$ cat src/rtl/apb_cmd_initiator.sv
// apb_cmd_initiator: turns a valid/ready command stream into APB SETUP/ACCESS transfers
// and returns read data/error on a valid/ready response channel, with a bounded pready wait.
module apb_cmd_initiator #(
    parameter int ADDR_W  = 32,
    parameter int DATA_W  = 32,
    parameter int TIMEOUT = 255
) (
    input  logic              pclk,
    input  logic              preset,
    input  logic              req_valid,
    output logic              req_ready,
    input  logic [ADDR_W-1:0] req_addr,
    input  logic              req_write,
    input  logic [DATA_W-1:0] req_wdata,
    input  logic [2:0]        req_prot,
    output logic              rsp_valid,
    input  logic              rsp_ready,
    output logic [DATA_W-1:0] rsp_rdata,
    output logic              rsp_err,
    output logic              psel,
    output logic              penable,
    output logic [ADDR_W-1:0] paddr,
    output logic              pwrite,
    output logic [DATA_W-1:0] pwdata,
    output logic [2:0]        pprot,
    input  logic              pready,
    input  logic [DATA_W-1:0] prdata,
    input  logic              pslverr
);
    localparam int CNT_W = TIMEOUT > 1 ? $clog2(TIMEOUT) : 1;
    localparam logic [CNT_W-1:0] LIMIT = CNT_W'(TIMEOUT > 0 ? TIMEOUT - 1 : 0);

    typedef enum logic [1:0] {IDLE, SETUP, ACCESS, RESP} state_t;

    state_t            state_q;
    logic [CNT_W-1:0]  cnt_q;
    logic              psel_q, penable_q, pwrite_q, rsp_valid_q, rsp_err_q;
    logic [ADDR_W-1:0] paddr_q;
    logic [DATA_W-1:0] pwdata_q, rsp_rdata_q;
    logic [2:0]        pprot_q;
    logic              timed_out;

    assign timed_out = (TIMEOUT != 0) && (cnt_q == LIMIT);
    assign req_ready = (state_q == IDLE) && !preset;

    always_ff @(posedge pclk) begin
        if (preset) begin
            state_q     <= IDLE;
            cnt_q       <= '0;
            psel_q      <= 1'b0;
            penable_q   <= 1'b0;
            paddr_q     <= '0;
            pwrite_q    <= 1'b0;
            pwdata_q    <= '0;
            pprot_q     <= '0;
            rsp_valid_q <= 1'b0;
            rsp_rdata_q <= '0;
            rsp_err_q   <= 1'b0;
        end else begin
            case (state_q)
                IDLE: if (req_valid) begin
                    paddr_q  <= req_addr;
                    pwrite_q <= req_write;
                    pwdata_q <= req_wdata;
                    pprot_q  <= req_prot;
                    psel_q   <= 1'b1;
                    state_q  <= SETUP;
                end
                SETUP: begin
                    penable_q <= 1'b1;
                    cnt_q     <= '0;
                    state_q   <= ACCESS;
                end
                ACCESS: if (pready || timed_out) begin
                    // pready wins over a timeout landing on the same cycle
                    psel_q      <= 1'b0;
                    penable_q   <= 1'b0;
                    rsp_valid_q <= 1'b1;
                    rsp_err_q   <= pready ? pslverr : 1'b1;
                    rsp_rdata_q <= (pready && !pwrite_q) ? prdata : '0;
                    state_q     <= RESP;
                end else begin
                    cnt_q <= cnt_q + CNT_W'(1);
                end
                RESP: if (rsp_ready) begin
                    rsp_valid_q <= 1'b0;
                    state_q     <= IDLE;
                end
                default: state_q <= IDLE;
            endcase
        end
    end

    assign psel      = psel_q;
    assign penable   = penable_q;
    assign paddr     = paddr_q;
    assign pwrite    = pwrite_q;
    assign pwdata    = pwdata_q;
    assign pprot     = pprot_q;
    assign rsp_valid = rsp_valid_q;
    assign rsp_rdata = rsp_rdata_q;
    assign rsp_err   = rsp_err_q;
endmodule
$ cat config.mk
export PLATFORM = sky130hd
export DESIGN_NAME = apb_cmd_initiator
export DESIGN_NICKNAME = d
export VERILOG_FILES = /design/src/rtl/apb_cmd_initiator.sv
export SDC_FILE = /design/constraint.sdc
export NUM_CORES = 1
export LEC_CHECK = 0
export ABC_AREA = 1
export CAP_MARGIN = 20
export CORE_MARGIN = 2
export CORE_UTILIZATION = 40
export CTS_CLUSTER_DIAMETER = 30
export CTS_CLUSTER_SIZE = 8
export DETAILED_ROUTE_END_ITERATION = 7
export PLACE_DENSITY = 0.89
export SETUP_SLACK_MARGIN = 0.5
export SYNTH_ARGS = -nofsm -noshare
export SYNTH_HDL_FRONTEND = slang
export SYNTH_SLANG_ARGS = --single-unit
$ cat constraint.sdc
create_clock -name pclk -period 2 [get_ports pclk]
set_input_delay 0.4 -clock pclk [delete_from_list [all_inputs] [get_ports pclk]]
set_output_delay 0.4 -clock pclk [all_outputs]
set_load 0.01 [all_outputs]
After elaboration in Yosys (flattened, before gate mapping)
Cells that the tools add are included.

Bits of input ports: 106. Register bits after elaboration: 114. Output and inout port bits: 105. Word-level logic and storage cells: 51.

Add/sub/neg operators: 1. Equal/unequal tests: 8. Reductions and logical operators: 16. Mux-type cells: 15.

Operator list (count): 2-to-1 mux 32 bit (1); case mux 8 bit (2 select lines) (1); AND reduction 3 bit (3); adder 8 x 1 -> 8 bit (second input constant) (1); equality test 8 bit (second input constant) (1); 2-to-1 mux 8 bit (1); inequality test 2 bit (second input constant) (4); case mux 2 bit (4 select lines) (1); AND reduction 2 bit (4); 2-to-1 mux 2 bit (3); case mux 1 bit (2 select lines) (3); nonzero test 2 bit (3); 2-to-1 mux 1 bit (5); equality test 2 bit (second input constant) (2); equality test 2 x 1 -> 1 bit (second input constant) (1); logical AND 1 bit (2); logical NOT 1 bit (2); logical NOT 2 bit (1); logical OR 1 bit (1).

Depth between registers and ports, before layout
Gate-level depths: netlist of run 1.

Depth after elaboration: 4. Depth in mapped cells: 11. Depth with buffers taken out: 10.

Least setup slack after synthesis of run 1
Ideal clock, no wire load.

Path type: flip-flop to flip-flop. From: register state_q[0]. To: register paddr_q[0] (netlist: paddr[0]). Library setup time: 0.116 ns. Slack: 0.488 ns. Clock period less this slack: 1.512 ns. Arrival: 1.396 ns. Path buffers: 2. Cell stages (with the launch flop): 9. Data required time: 1.884 ns. Path through: dfxtp_1 inv_1 ha_1 nand2_1 clkinv_1 buf_2 buf_1 nor2_1 nor2_1.

Cells in the longest elaborated chain, start to end: 2.

Ends and longest elaborated chain: start, declared (RTL line 35) `state_t state_q;`; start signal, assigned (RTL line 48) `state_q <= IDLE;`; start signal, assigned (RTL line 67) `state_q <= SETUP;`; start signal, assigned (RTL line 72) `state_q <= ACCESS;`; logical NOT 2 bit (RTL line 60) `case (state_q)`; AND reduction 2 bit (no line); end signal, assigned (RTL line 62) `paddr_q <= req_addr;`; end, declared (RTL line 38) `logic [ADDR_W-1:0] paddr_q;`.

Every way passes these cells. A chain may end at the register's enable or synchronous reset.

Final worst setup path of run 1
From: register cnt_q[0]. To: register rsp_rdata_q[21] (netlist: rsp_rdata[21]).

Cells in the longest elaborated chain, start to end: 3.

Ends and longest elaborated chain: start, declared (RTL line 36) `logic [CNT_W-1:0] cnt_q;`; start signal, assigned (RTL line 83) `cnt_q <= cnt_q + CNT_W'(1);`; equality test 8 bit (RTL line 43) `assign timed_out = (TIMEOUT != 0) && (cnt_q == LIMIT);`; logical OR 1 bit (RTL line 74) `ACCESS: if (pready || timed_out) begin`; AND reduction 2 bit (no line); end signal, assigned (RTL line 80) `rsp_rdata_q <= (pready && !pwrite_q) ? prdata : '0;`; end, declared (RTL line 39) `logic [DATA_W-1:0] pwdata_q, rsp_rdata_q;`.

Every way passes these cells.

==> run metrics, run 1 <==
maximum root-to-sink buffer count=2; Die X-Extent=about 110 µm; global route total overflow=0; CTS root buffer=clkbuf_8; fraction of final layout cells with drive strength greater than 1=around 37%; Reg power frac=a little under a third; top-area cell type share of the netlist area=around half; Die Area=between 0.01 and 0.015 mm²; worst skew pair latency=0.51 ns; FF-to-FF Start=cnt_q[0]; top-count cell post-synth=nor2_1; # nets final=between 900 and 1000; peak supply drop=around 0.00079 V; outcome=finished clean; # Max-Cap Violations=0; Final Hold Vio Count=0; CTS Hold Bufs=0; final sum of negative setup slack=0 ns; Sw Pwr=around 3.7 mW; type of the worst setup path=register to register; Cell Area, Synth=between 0.004 and 0.005 mm²; vias in the first global route=about 4700; top post-synthesis cells by area=dfxtp_1 52%, nor2_1 16%, o21ai_0 9.6%, nand2_1 8.3%, clkbuf_1 2.2%; Mapped Nets=around 700; main combinational cell family by area after synthesis=simple AND/OR/NAND/NOR gates; Antenna Nets Post-Route=0; Power Internal=approximately 6.6 mW; synthesized instance count=just under 600; Critical Path RT=2.41 ns; Data arrival, critical path=~2.2 ns; HP Class=register to register; global-route wire length before repair=approximately 23 mm; Post-synth top cells=184 x nor2_1, 114 x dfxtp_1, 97 x nand2_1; Ant. Diodes=0; pwr dens=1280 mW/mm²; Layout Skew=around 0.018 ns; drt total wl=17.6 mm; area of the multi-input gates=about 0.0023 mm²; GRT Total Usage=25.0%; WL met1=about 6.0 mm; Reg clk slew, reported paths=0.06 ns; register area=roughly 0.0023 mm²; Post-Synth XOR/XNOR Area=0.199%; Clock H-tree levels=4; final setup fails=0; WHS Endpoint=rsp_valid; combinational power share=between 40% and 50%; Tmin final=about 1.8 ns; RSZ-0062 raised after global routing=yes; type of element capturing the critical path=register; post-synthesis compound-gate area fraction=around 14%; P_leak=3.48 nW; area delta synth->final=82.0%; metal3 WL=approximately 1.8 mm; depth of the worst hold-timing path=2; CP peak stage delay=between 0.3 and 0.4 ns; Worst path slowest cell=dfxtp_2; Async S/R FF share, synth=0%; fraction of the mapped netlist area in adder cells=between 1.5 and 2%; Finished Layout Cells=~1000; fillers=between 700 and 800; first drt pass iteration count=4; Placed Cells=slightly above 900; Net Sw Frac=approximately 36%; register area share after synthesis=between 50% and 60%; Most Frequent Cell on Critical Path=buf_6; Synth cell types=22; # DRC=0; core area=about 0.011 mm²; placed wire-length estimate=8.83 mm; antenna violations before repair=0; Core Rows=38; number of flops mapped to enable cells by yosys=0; Die Y=approximately 110 µm; vias=5108; yosys warns=0; RD Place Congestion=approximately 0.82; CP startpoint=cnt_q[0]; initial DRC count=245; Yosys top cell by area=dfxtp_1; r2r worst-path depth=12; Ports=~210; total CTS buffers=17; CP startpoint kind=register; Least-Margin Pin Slew=between 0.4 and 0.5 ns; Initial Util=roughly 40%; reg2reg setup slack=~0.22 ns; WL met2=just under 9 mm; ys flop type=dfxtp_1; mux share of post-synthesis cell area=0%; simple-gate portion of the synthesized area=around a quarter; Clock power frac=approximately 28%; Slew HR=a little over two thirds; Final Max Tran Viols=0; Mean Syn Cell Area=about 7.4 µm²; Yosys reg bits=about 110; r2r endpoint=rsp_rdata[21]; final clock period utilization by the worst path=about nine tenths; crit-path cells=inv_2, ha_4, inv_2, nor2_2, nand2_2, a21oi_4, buf_6, buf_6, buf_6, buf_16, o21ai_1, nor2_1; DR WL/cell=17.6 µm; hold_sp=rsp_valid; Port Buffer Count=between 200 and 250; fmax=approximately 0.56 GHz; largest net degree at the start of global routing=45; post-DR vias/cell=approximately 5.1; CTS tree=done; crit path max fanout=8; Sink Count=roughly 110; top sig layer=met4
worst max-delay path by stage:
stage	endpoint	slack, ns	cells past startpoint
2_1_floorplan	paddr[0]	0.53	7
3_3_place_gp	req_ready	0.13	3
3_5_place_dp	req_ready	0.14	3
4_1_cts	req_ready	0.29	5
5_1_grt	req_ready	0.17	5
6_report	rsp_rdata[21]	0.22	12
area by class of cell:
| cell class | instances | share of cell area, % |
|---|---|---|
| clock buffers | 19 | 5.52 |
| repair buffers | 271 | 31.4 |
| well taps | 140 | 2.19 |
| flip-flops and latches | 114 | 28.9 |
| clock inverters | 13 | 1.55 |
| inverters | 21 | 1.17 |
| multi-input cells | 425 | 29.2 |
registers in the layout (all words and copies together) (netlist names):
name and flops:
cnt_q 8, paddr 32, penable 1, pprot 3, psel 1, pwdata 32
pwrite 1, rsp_err 1, rsp_rdata 32, rsp_valid 1, state_q 2
metrics by stage:
step	instance area [µm²]	setup WS (ns)	utilization (%)	power (mW)	hold WS (ns)
after floorplan	4390	0.529	-	4.71	0.459
after global placement	6690	0.129	62.0	6.40	0.433
after detailed placement	6690	0.140	62.0	6.49	0.443
after CTS	7710	0.288	71.5	9.59	0.456
after global routing	8000	0.165	74.1	10.8	0.488
final	8000	0.224	74.1	10.3	0.470
repair_timing:
| action | 4_1_cts | 5_1_grt |
|---|---|---|
| gates cloned | 8 | 7 |
| gates resized for setup | 316 | 245 |
| buffers inserted | 15 | 18 |
| setup endpoints to repair | 217 | 140 |
| pin swaps | 5 | 25 |
cells in the final DEF, fill, tap and decap left out, drive strengths merged, types with 6 or more instances in the layout:
cell type	count
nand2	100
a21oi	14
clkbuf	66
nor2	185
dfxtp	114
clkdlybuf4s15	7
buf	112
o21ai	103
ha	7
inv	26
clkinvlp	6
nand3	8
clkdlybuf4s50	105
power by group through the flow:
stage | registers (mW) | clock network [mW] | logic [mW]
6_report | 3.21 | 2.89 | 4.16
5_1_grt | 3.28 | 3.03 | 4.46
4_1_cts | 3.15 | 2.90 | 3.53
3_3_place_gp | 3.16 | 0 | 3.24
2_1_floorplan | 3.44 | 0 | 1.27
3_5_place_dp | 3.19 | 0 | 3.30
logic make-up after synthesis:
| group | count (synthesis) |
|---|---|
| simple gates | 299 |
| compound gates | 117 |
| flops | 114 |
| buf+inv | 58 |
| fa+ha+maj | 7 |
| xor+xnor | 1 |
metal layers:
layer / up-vias / global-route usage (%)
met5: - / 0
met4: 0 / 12.4
met3: 70 / 10.9
met2: 258 / 45.2
met1: 2372 / 24.1
li1: 2408 / -
worst max-delay path: cells and delay by family, from the launching register on:
family | cells | cell delay [ns]
buffers and inverters | 6 | 0.58
AND/OR/NAND/NOR | 3 | 0.45
flip-flops | 1 | 0.32
AO/OA/AOI/OAI | 2 | 0.21
adder cells (fa/ha/maj) | 1 | 0.12
(Power assumes the default switching activity.)
==> run 2, diff against run 1 <==
CTS_CLUSTER_SIZE = 20   (was 8)
PLACE_DENSITY = 0.79   (was 0.89)
==> run 2 against run 1 <==
  * Die area did not move
  * Wire length fell by 19%
  * Register-to-register slack improved by 0.05 ns
  * Via count fell by 7.3%
  * Final area fell by 6.5%
  * Clock-buffer cell count rose by 2
  * Worst setup slack improved by 0.047 ns
  * Core utilization fell by 4.8 points
  * Clock power rose by 5%
  * Sequential power barely moved
  * Critical path type unchanged
==> run metrics, run 2 (synthesis gave the netlist of run 1 again) <==
outcome=finished clean; placed wire-length estimate=8.70 mm (-1.5%); WHS=0.461 ns (-0.00865 ns); Sw Pwr=3.16 mW (-14%); fraction of final layout cells with drive strength greater than 1=29.2% (-7.8 points); hold_sp=rsp_valid; fmax=0.578 GHz (+2.7%); area delta synth->final=70.2%; FF-to-FF Start=state_q[0]; Net Sw Frac=32.5% (-3.6 points); crit-path cells=inv_2, buf_4, buf_6, ha_4, inv_6, a21oi_4, buf_12, buf_16, nand2_1, o21ai_1, nor2_1; final setup fails=0 (unchanged); GRT Total Usage=22.5% (-2.5 points); Power Internal=6.57 mW (+0.20%); final sum of negative setup slack=0 ns (unchanged); type of the worst setup path=register to register; Tmin final=1.73 ns (-0.0471 ns); pwr dens=1300 mW/mm² (+1.5%); Die Area=0.0118 mm² (unchanged); Placed Cells=920 (-0.33%); fillers=863 (+16%); Reg clk slew, reported paths=0.06 ns (about the same); WP buf/inv=6 (unchanged); Clock power frac=31.2% (+3.0 points); Port Buffer Count=210 (unchanged); final clock period utilization by the worst path=86.5% (-2.4 points); maximum root-to-sink buffer count=2 (unchanged); # Max-Cap Violations=0 (unchanged); Slew HR=70.7% (about the same); Antenna Nets Post-Route=0 (unchanged); global route total overflow=0 (unchanged); Worst path slowest cell=dfxtp_2; antenna violations before repair=0 (unchanged); Die X-Extent=109 µm (unchanged); Finished Layout Cells=979 (-2.4%); PnR worst setup slack=0.271 ns (+0.0471 ns); RD Place Congestion=0.802 (-2.1%); combinational power share=36.1% (-4.4 points); post-DR vias/cell=4.84 (-5.0%); CTS Hold Bufs=0 (unchanged); Data arrival, critical path=2.10 ns (-0.09 ns); commonest non-fill, non-tap cell in the layout=nor2_1; Final Hold Vio Count=0 (unchanged); Core Util, Final=69.3% (-4.8 points); CP startpoint=state_q[0]; fin area=0.00748 mm² (-6.5%); first drt pass iteration count=5 (+1); Reg power frac=32.7% (+1.4 points); CP startpoint kind=register; total CTS buffers=17 (unchanged); Ports=211 (unchanged); CP peak stage delay=0.32 ns (about the same); peak supply drop=0.000616 V (-22%); commonest non-fill, non-tap cells in the layout=181 x nor2_1, 105 x clkdlybuf4s50_1, 90 x dfxtp_1, 84 x nand2_1, 72 x o21ai_0; drt total wl=14.3 mm (-19%); Ant. Diodes=0 (unchanged); Least-Margin Pin Slew=0.440 ns (+0.00162 ns); P_leak=3.26 nW (-6.4%); vias=4736 (-7.3%); Clock H-tree levels=4 (unchanged); Layout Skew=0.0119 ns (-0.00620 ns); Die Y=109 µm (unchanged); core area=0.0108 mm² (unchanged); Pwr Total=9.74 mW (-5.1%); Final Max Tran Viols=0 (unchanged); DR WL/cell=14.6 µm (-17%); global-route wire length before repair=20.7 mm (-8.8%); # DRC=0 (unchanged); worst skew pair latency=0.51 ns (about the same); type of element capturing the critical path=register; # nets final=940 (-2.4%); RSZ-0062 raised after global routing=yes; Core Rows=38 (unchanged); DP Area=0.00663 mm² (-0.90%); CTS root buffer=clkbuf_8; initial DRC count=223 (-9.0%); HP Class=register to register; largest net degree at the start of global routing=75 (+67%); vias in the first global route=4444 (-5.7%); Initial Util=40.7% (unchanged); Sink Count=114 (unchanged); CP top delay family=buffers and inverters; Placement Setup Slack=0.0878 ns (-0.0523 ns); crit path max fanout=7 (-1); CTS tree=done; Critical Path RT=2.37 ns (-0.04 ns)
-- run 2: cell types whose count changed in the layout (fill, tap and decap cells not counted), moves of 7 or more --
cell             change
o21ai_1             +12
o21ai_2             -15
buf_2               +10
buf_4                -7
nand2_1             +21
clkdlybuf4s15_2      +7
nand2_4             -21
o21ai_0              +7
clkbuf_2            -18
buf_6                -7
-- run 2: cell type report --
cell class                 instances  area, µm²  share of cell area, %
sequential                       114       2310                   30.9
timing repair buffer             249       2240                   29.9
multi-input combinational        424       2060                   27.6
clock buffer                      21        439                   5.87
tap                              140        175                   2.34
clock inverter                    10        159                   2.13
inverter                          21       91.3                   1.22
-- run 2: what timing repair did --
item	in CTS	in global routing
pin swaps	6	14
cloned	4	5
setup endpoints to repair	148	148
resized for setup	345	153
buffers inserted	10	9
-- run 2: final timing paths --
kind | slack [ns] | cells past startpoint | to
max | 0.27 | 11 | rsp_rdata[1]
max reg2reg | 0.27 | 11 | rsp_rdata[1]
min reg2reg | 0.46 | 2 | rsp_valid
min | 0.46 | 2 | rsp_valid
-- run 2: routing by layer --
| metal | vias to the layer above | wire (µm) | global-route usage, % |
|---|---|---|---|
| met2 | 192 | 7210 | 38.5 |
| met4 | 0 | 473 | 10.3 |
| met5 | - | 0 | 0 |
| li1 | 2353 | - | - |
| met3 | 37 | 1070 | 8.67 |
| met1 | 2154 | 5540 | 24.5 |
-- run 2: power by group through the flow --
| stage | Combinational (mW) | Sequential, mW | Clock (mW) |
|---|---|---|---|
| 2_1_floorplan | 1.27 | 3.44 | 0 |
| 3_3_place_gp | 3.15 | 3.17 | 0 |
| 3_5_place_dp | 3.22 | 3.20 | 0 |
| 4_1_cts | 3.28 | 3.17 | 3.09 |
| 5_1_grt | 3.84 | 3.25 | 3.20 |
| 6_report | 3.51 | 3.19 | 3.04 |
-- run 2: worst register-to-register path: cells and delay by family, from the launching register on --
kind | cells | cell delay (ns)
buf+inv | 6 | 0.65
fa+ha+maj | 1 | 0.17
compound gates | 2 | 0.30
simple gates | 2 | 0.16
flops | 1 | 0.32
